### src/rtl/pipe_pkg.sv
// Shared types and defaults for the skid-buffered pipeline register.
package pipe_pkg;

    typedef enum logic [1:0] {
        EMPTY = 2'd0,
        ONE   = 2'd1,
        TWO   = 2'd2
    } pipe_state_e;

    localparam int unsigned CTRL_W_DEF = 16;
    localparam logic [CTRL_W_DEF-1:0] CTRL_NOP_DEF = '0;

endpackage

### src/rtl/sat_counter.sv
// Saturating up-counter with synchronous clear that wins over increment.
module sat_counter #(
    parameter int unsigned CNT_W = 16
) (
    input  logic             clk,
    input  logic             rst,
    input  logic             inc,
    input  logic             clr,
    output logic [CNT_W-1:0] cnt
);

    logic [CNT_W-1:0] cnt_q;
    logic [CNT_W-1:0] cnt_d;

    always_comb begin
        cnt_d = cnt_q;
        if (clr) begin
            cnt_d = '0;
        end else if (inc && (cnt_q != {CNT_W{1'b1}})) begin
            cnt_d = cnt_q + CNT_W'(1);
        end
    end

    always_ff @(posedge clk) begin
        if (rst) begin
            cnt_q <= '0;
        end else begin
            cnt_q <= cnt_d;
        end
    end

    assign cnt = cnt_q;

endmodule

### src/rtl/pipe_skid_reg.sv
// Two-entry pipeline register (main + skid) with registered in_ready,
// flush-to-bubble on the control bundle and a saturating stall counter.
module pipe_skid_reg
    import pipe_pkg::*;
#(
    parameter int unsigned        DATA_W   = 64,
    parameter int unsigned        CTRL_W   = CTRL_W_DEF,
    parameter logic [CTRL_W-1:0]  CTRL_NOP = CTRL_W'(CTRL_NOP_DEF),
    parameter int unsigned        CNT_W    = 16
) (
    input  logic              clk,
    input  logic              rst,
    input  logic              flush,
    input  logic              in_valid,
    output logic              in_ready,
    input  logic [DATA_W-1:0] in_data,
    input  logic [CTRL_W-1:0] in_ctrl,
    output logic              out_valid,
    input  logic              out_ready,
    output logic [DATA_W-1:0] out_data,
    output logic [CTRL_W-1:0] out_ctrl,
    output logic [CNT_W-1:0]  stall_cnt,
    input  logic              clr_cnt
);

    pipe_state_e       state_q, state_d;
    logic [DATA_W-1:0] main_data_q, main_data_d;
    logic [CTRL_W-1:0] main_ctrl_q, main_ctrl_d;
    logic [DATA_W-1:0] skid_data_q, skid_data_d;
    logic [CTRL_W-1:0] skid_ctrl_q, skid_ctrl_d;
    logic              out_valid_q, out_valid_d;
    logic              in_ready_q, in_ready_d;
    logic              accept_c;
    logic              xfer_c;

    assign accept_c = in_valid & in_ready_q;
    assign xfer_c   = out_valid_q & out_ready;

    always_comb begin
        state_d     = state_q;
        main_data_d = main_data_q;
        main_ctrl_d = main_ctrl_q;
        skid_data_d = skid_data_q;
        skid_ctrl_d = skid_ctrl_q;
        if (flush) begin
            state_d = EMPTY;
        end else begin
            case (state_q)
                EMPTY: begin
                    if (accept_c) begin
                        state_d     = ONE;
                        main_data_d = in_data;
                        main_ctrl_d = in_ctrl;
                    end
                end
                ONE: begin
                    if (accept_c && xfer_c) begin
                        main_data_d = in_data;
                        main_ctrl_d = in_ctrl;
                    end else if (accept_c) begin
                        state_d     = TWO;
                        skid_data_d = in_data;
                        skid_ctrl_d = in_ctrl;
                    end else if (xfer_c) begin
                        state_d = EMPTY;
                    end
                end
                TWO: begin
                    if (xfer_c) begin
                        state_d     = ONE;
                        main_data_d = skid_data_q;
                        main_ctrl_d = skid_ctrl_q;
                    end
                end
                default: state_d = EMPTY;
            endcase
        end
        // Bubble the control bundle whenever nothing is presented; data keeps its value.
        if (state_d == EMPTY) begin
            main_ctrl_d = CTRL_NOP;
        end
        out_valid_d = (state_d != EMPTY);
        in_ready_d  = (state_d != TWO);
    end

    always_ff @(posedge clk) begin
        if (rst) begin
            state_q     <= EMPTY;
            main_data_q <= '0;
            main_ctrl_q <= CTRL_NOP;
            skid_data_q <= '0;
            skid_ctrl_q <= CTRL_NOP;
            out_valid_q <= 1'b0;
            in_ready_q  <= 1'b1;
        end else begin
            state_q     <= state_d;
            main_data_q <= main_data_d;
            main_ctrl_q <= main_ctrl_d;
            skid_data_q <= skid_data_d;
            skid_ctrl_q <= skid_ctrl_d;
            out_valid_q <= out_valid_d;
            in_ready_q  <= in_ready_d;
        end
    end

    sat_counter #(
        .CNT_W (CNT_W)
    ) u_stall_cnt (
        .clk (clk),
        .rst (rst),
        .inc (out_valid_q & ~out_ready),
        .clr (clr_cnt),
        .cnt (stall_cnt)
    );

    assign in_ready  = in_ready_q;
    assign out_valid = out_valid_q;
    assign out_data  = main_data_q;
    assign out_ctrl  = main_ctrl_q;

endmodule

### config.mk
export PLATFORM = sky130hd
export DESIGN_NAME = pipe_skid_reg
export DESIGN_NICKNAME = d
export VERILOG_FILES = /design/src/rtl/pipe_pkg.sv /design/src/rtl/sat_counter.sv /design/src/rtl/pipe_skid_reg.sv
export SDC_FILE = /design/constraint.sdc
export NUM_CORES = 1
export LEC_CHECK = 0
export BUFFER_PORTS_ARGS = -buffer_cell sky130_fd_sc_hd__buf_2
export CORE_MARGIN = 2
export CORE_UTILIZATION = 50
export DETAILED_ROUTE_END_ITERATION = 10
export PLACE_DENSITY = 0.83
export SYNTH_ARGS = -nofsm -noshare
export SYNTH_HDL_FRONTEND = slang
export SYNTH_HIERARCHICAL = 1
export SYNTH_SLANG_ARGS = --single-unit
### constraint.sdc
create_clock -name clk -period 2.38 [get_ports clk]
set_input_delay 0.476 -clock clk [delete_from_list [all_inputs] [get_ports clk]]
set_output_delay 0.476 -clock clk [all_outputs]
set_load 0.02 [all_outputs]
==> flow_summary.toml <==
[route]
wire_length_on_met2_mm = 8.41
detailedRoute.firstPassIterationCount = 4
routed_wl_mm = 17.0
wire_per_inst_um = 14.6
top_signal_layer_used = "met4"
met3_wirelength_um = 977
m1WireLength_mm = 7.48
detail_route.vias_per_cell = 5.31
detail_route.drc_violations = 0
routed-via-count = 6207
drtIter0Drc = 390
ant_nets = 0

[min_path]
min-delay-path-class = "in2reg"
worst_hold_path.endpoint = "skid_data_q[17]"
hold-path-cell-count = 3
min-delay-start = "in_data[17]"

[global_routing]
antenna_found_initial = 0
largest_net_degree_at_the_start_of_global_routing = 82
number_of_global_route_vias_before_repair = 5827
gr-usage-all-layers_pct = 21.3
grt_pass1_wl_mm = 27.5
global_route.overflow_total = 0

[setup_path]
critPathRequiredTime_ns = 2.72
critPathCaptureType = "register"
timing.rr.end = "out_ctrl[0]"
cp_arrival_ns = 2.24
worstPathMaxFanout = 57
setup.reg_to_reg.worst_slack_ns = 0.48
timing.reg2reg.worst_path_depth = 5
rr_startpoint = "state_q[1]"
startpoint_type = "register"
worstSetupPathType = "reg2reg"

[timing]
setup_repair_after_global_routing_missed_its_margin = "no"
fin_worst_skew_ns = 0.00768
final_max_slew_viol_count = 0
finalSetupViolCount = 0
layout_worst_path_cycle_share_pct = 80.0
hold_viol = 0
min_clock_period_post_route_ns = 1.90
relSlewSlack_pct = 48.1
achievable-frequency_ghz = 0.525
fin_tns_setup_ns = 0
timing.final.ws_setup_ns = 0.477
timing_worst_slew_pin_value_ns = 0.775

[layout]
nNetsFinal = 1061
layout-area-overhead-vs-synth_pct = 22.4
finalInstanceArea_um2 = 8930
n_antenna_cell = 0
final_layout_size_suffix_gt1_share_pct = 24.3
most_frequent_cells_in_the_layout = "buf_2, dfxtp_1, nand2_1"
layout_commonest_cell = "buf_2"

[synthesis]
yosys.area_share.xor_xnor_pct = 0
synth_fa_ha_area_share_pct = 0.172
yosys_register_bits = 180
synth_fp_nets = 913
avgSynthCellArea_um2 = 8.83
synth_enable_flop_cells = 0
ys.flop_type = "dfxtp_1"
ys.warnings.count = 6
synth.mux.area_fraction_pct = 11.8
synth.yosys.seq_area_share_pct = 49.4
synth_top_family_by_area = "simple AND/OR/NAND/NOR gates"
complex_gate_fraction_of_the_synthesized_area_pct = 16.9
synth_simple_gate_area_share_pct = 17.5
synthesis.area_um2 = 7290
syn-instance-count = 826
ys_async_sr_fraction_pct = 0
yosysUniqueCellTypes = 45

[place]
dp_wirelength_mm = 10.8
port-buffer-count = 183
placement.cell_area_um2 = 8340
finalWeightedCongestion = 0.768
dp_worst_setup_slack_ns = 0.356

[power_and_ir_drop]
vdd_ir_drop_max_mv = 0.620
power_density_nw_per_um2 = 747
finalPower_mw = 6.67
p_leak_nw = 4.09

[clocking]
postCtsResizedCells = 0
clkTransAtPathRegs_ns = 0.07
cts_hold_buffers = 0
worst_skew_pair.late_latency_ns = 0.42
cts_htree_levels = 4
postCtsSetupRepairBufs = 0
tritoncts_clock_tree = "yes"
cts_max_path_buffers = 2
cts_inserted_buffers = 17
clk_root_buffer_cell = "clkbuf_16"
numClockSinks = 180

[floorplanning]
number_of_core_rows = 44
die_footprint_um2 = 15600
die_width_um = 125
initial_utilization_pct = 50.8
core-area_um2 = 14400
ioPinCount = 184
chip_height_um = 125

[status]
outcome = "complete, no violations"

[run]
drv_cap = 0
==> worst max path at each step <==
stage | start | to | slack (ns) | depth (start not counted)
detailed placement | in_valid | out_ctrl[11] | 0.36 | 6
global route | state_q[1] | out_data[52] | 0.34 | 5
global placement | in_valid | out_data[57] | 0.47 | 6
CTS | state_q[1] | out_ctrl[0] | 0.48 | 5
finish | state_q[1] | out_ctrl[0] | 0.48 | 5
floorplan | in_ready | out_data[13] | 0.71 | 6
==> critical path: stages (launching register included) <==
cell and delay, ns:
dfxtp_1 0.36, nand3b_1 0.26, a221oi_4 0.58, buf_12 0.31, nor2_1 0.09, a211oi_1 0.21
==> power by group <==
group	total [mW]	internal [mW]	switching, mW
combinational	0.681	0.259	0.422
clock	2.81	1.65	1.17
sequential	3.18	3.12	0.0550
total	6.67	5.03	1.64
==> final cells by class <==
| type | count | area (µm²) |
|---|---|---|
| clock buffer | 18 | 429 |
| clock inverter | 13 | 159 |
| fill | 1251 | 5440 |
| inverter | 3 | 11.3 |
| multi-input combinational | 577 | 3390 |
| sequential | 180 | 3600 |
| tap | 184 | 230 |
| timing repair buffer | 195 | 1110 |
==> synth_stat cells, drive strengths merged (2+ instances only) <==
cell type / n / area [µm²]
a21o: 2 / 15.0
or2: 2 / 12.5
and4: 2 / 20.0
nand3: 5 / 25.0
nor3: 3 / 26.3
dfxtp: 180 / 3600
and3: 6 / 48.8
a21oi: 86 / 430
or3: 8 / 53.8
a2111o: 2 / 22.5
buf: 25 / 141
and2: 5 / 33.8
inv: 3 / 11.3
nor2: 84 / 315
a31oi: 4 / 25.0
nand4: 5 / 46.3
clkbuf: 40 / 150
mux2i: 86 / 861
a211oi: 84 / 636
nand2: 175 / 657
o21ai: 6 / 30.0
nor2b: 2 / 12.5
==> stage by stage <==
stage                     utilization, %  instances  hold slack, ns
after floorplan                        -        826           0.436
after global placement              58.0       1139           0.440
after detailed placement            58.0       1139           0.446
after CTS                           62.1       1170           0.279
after global routing                62.1       1170           0.287
final                               62.1       1170           0.298
==> sequential cells by signal, summed over array words and instances, names as in the netlist <==
register         cells
skid_data_q         64
out_valid            1
out_data            64
out_ctrl            16
state_q              2
u_stall_cnt/cnt     16
in_ready             1
skid_ctrl_q         16
==> layer usage <==
metal  vias up  track usage (%)
li1       3172                -
met1      2872             25.6
met2       148             37.0
met3        15             6.31
met5         -                0
met4         0             5.88
==> logic make-up after synthesis <==
| family | after synthesis |
|---|---|
| AO/OA/AOI/OAI | 190 |
| adder cells (fa/ha/maj) | 1 |
| buffers and inverters | 69 |
| flip-flops | 180 |
| multiplexers | 86 |
| AND/OR/NAND/NOR | 300 |
(Power assumes the default switching activity.)
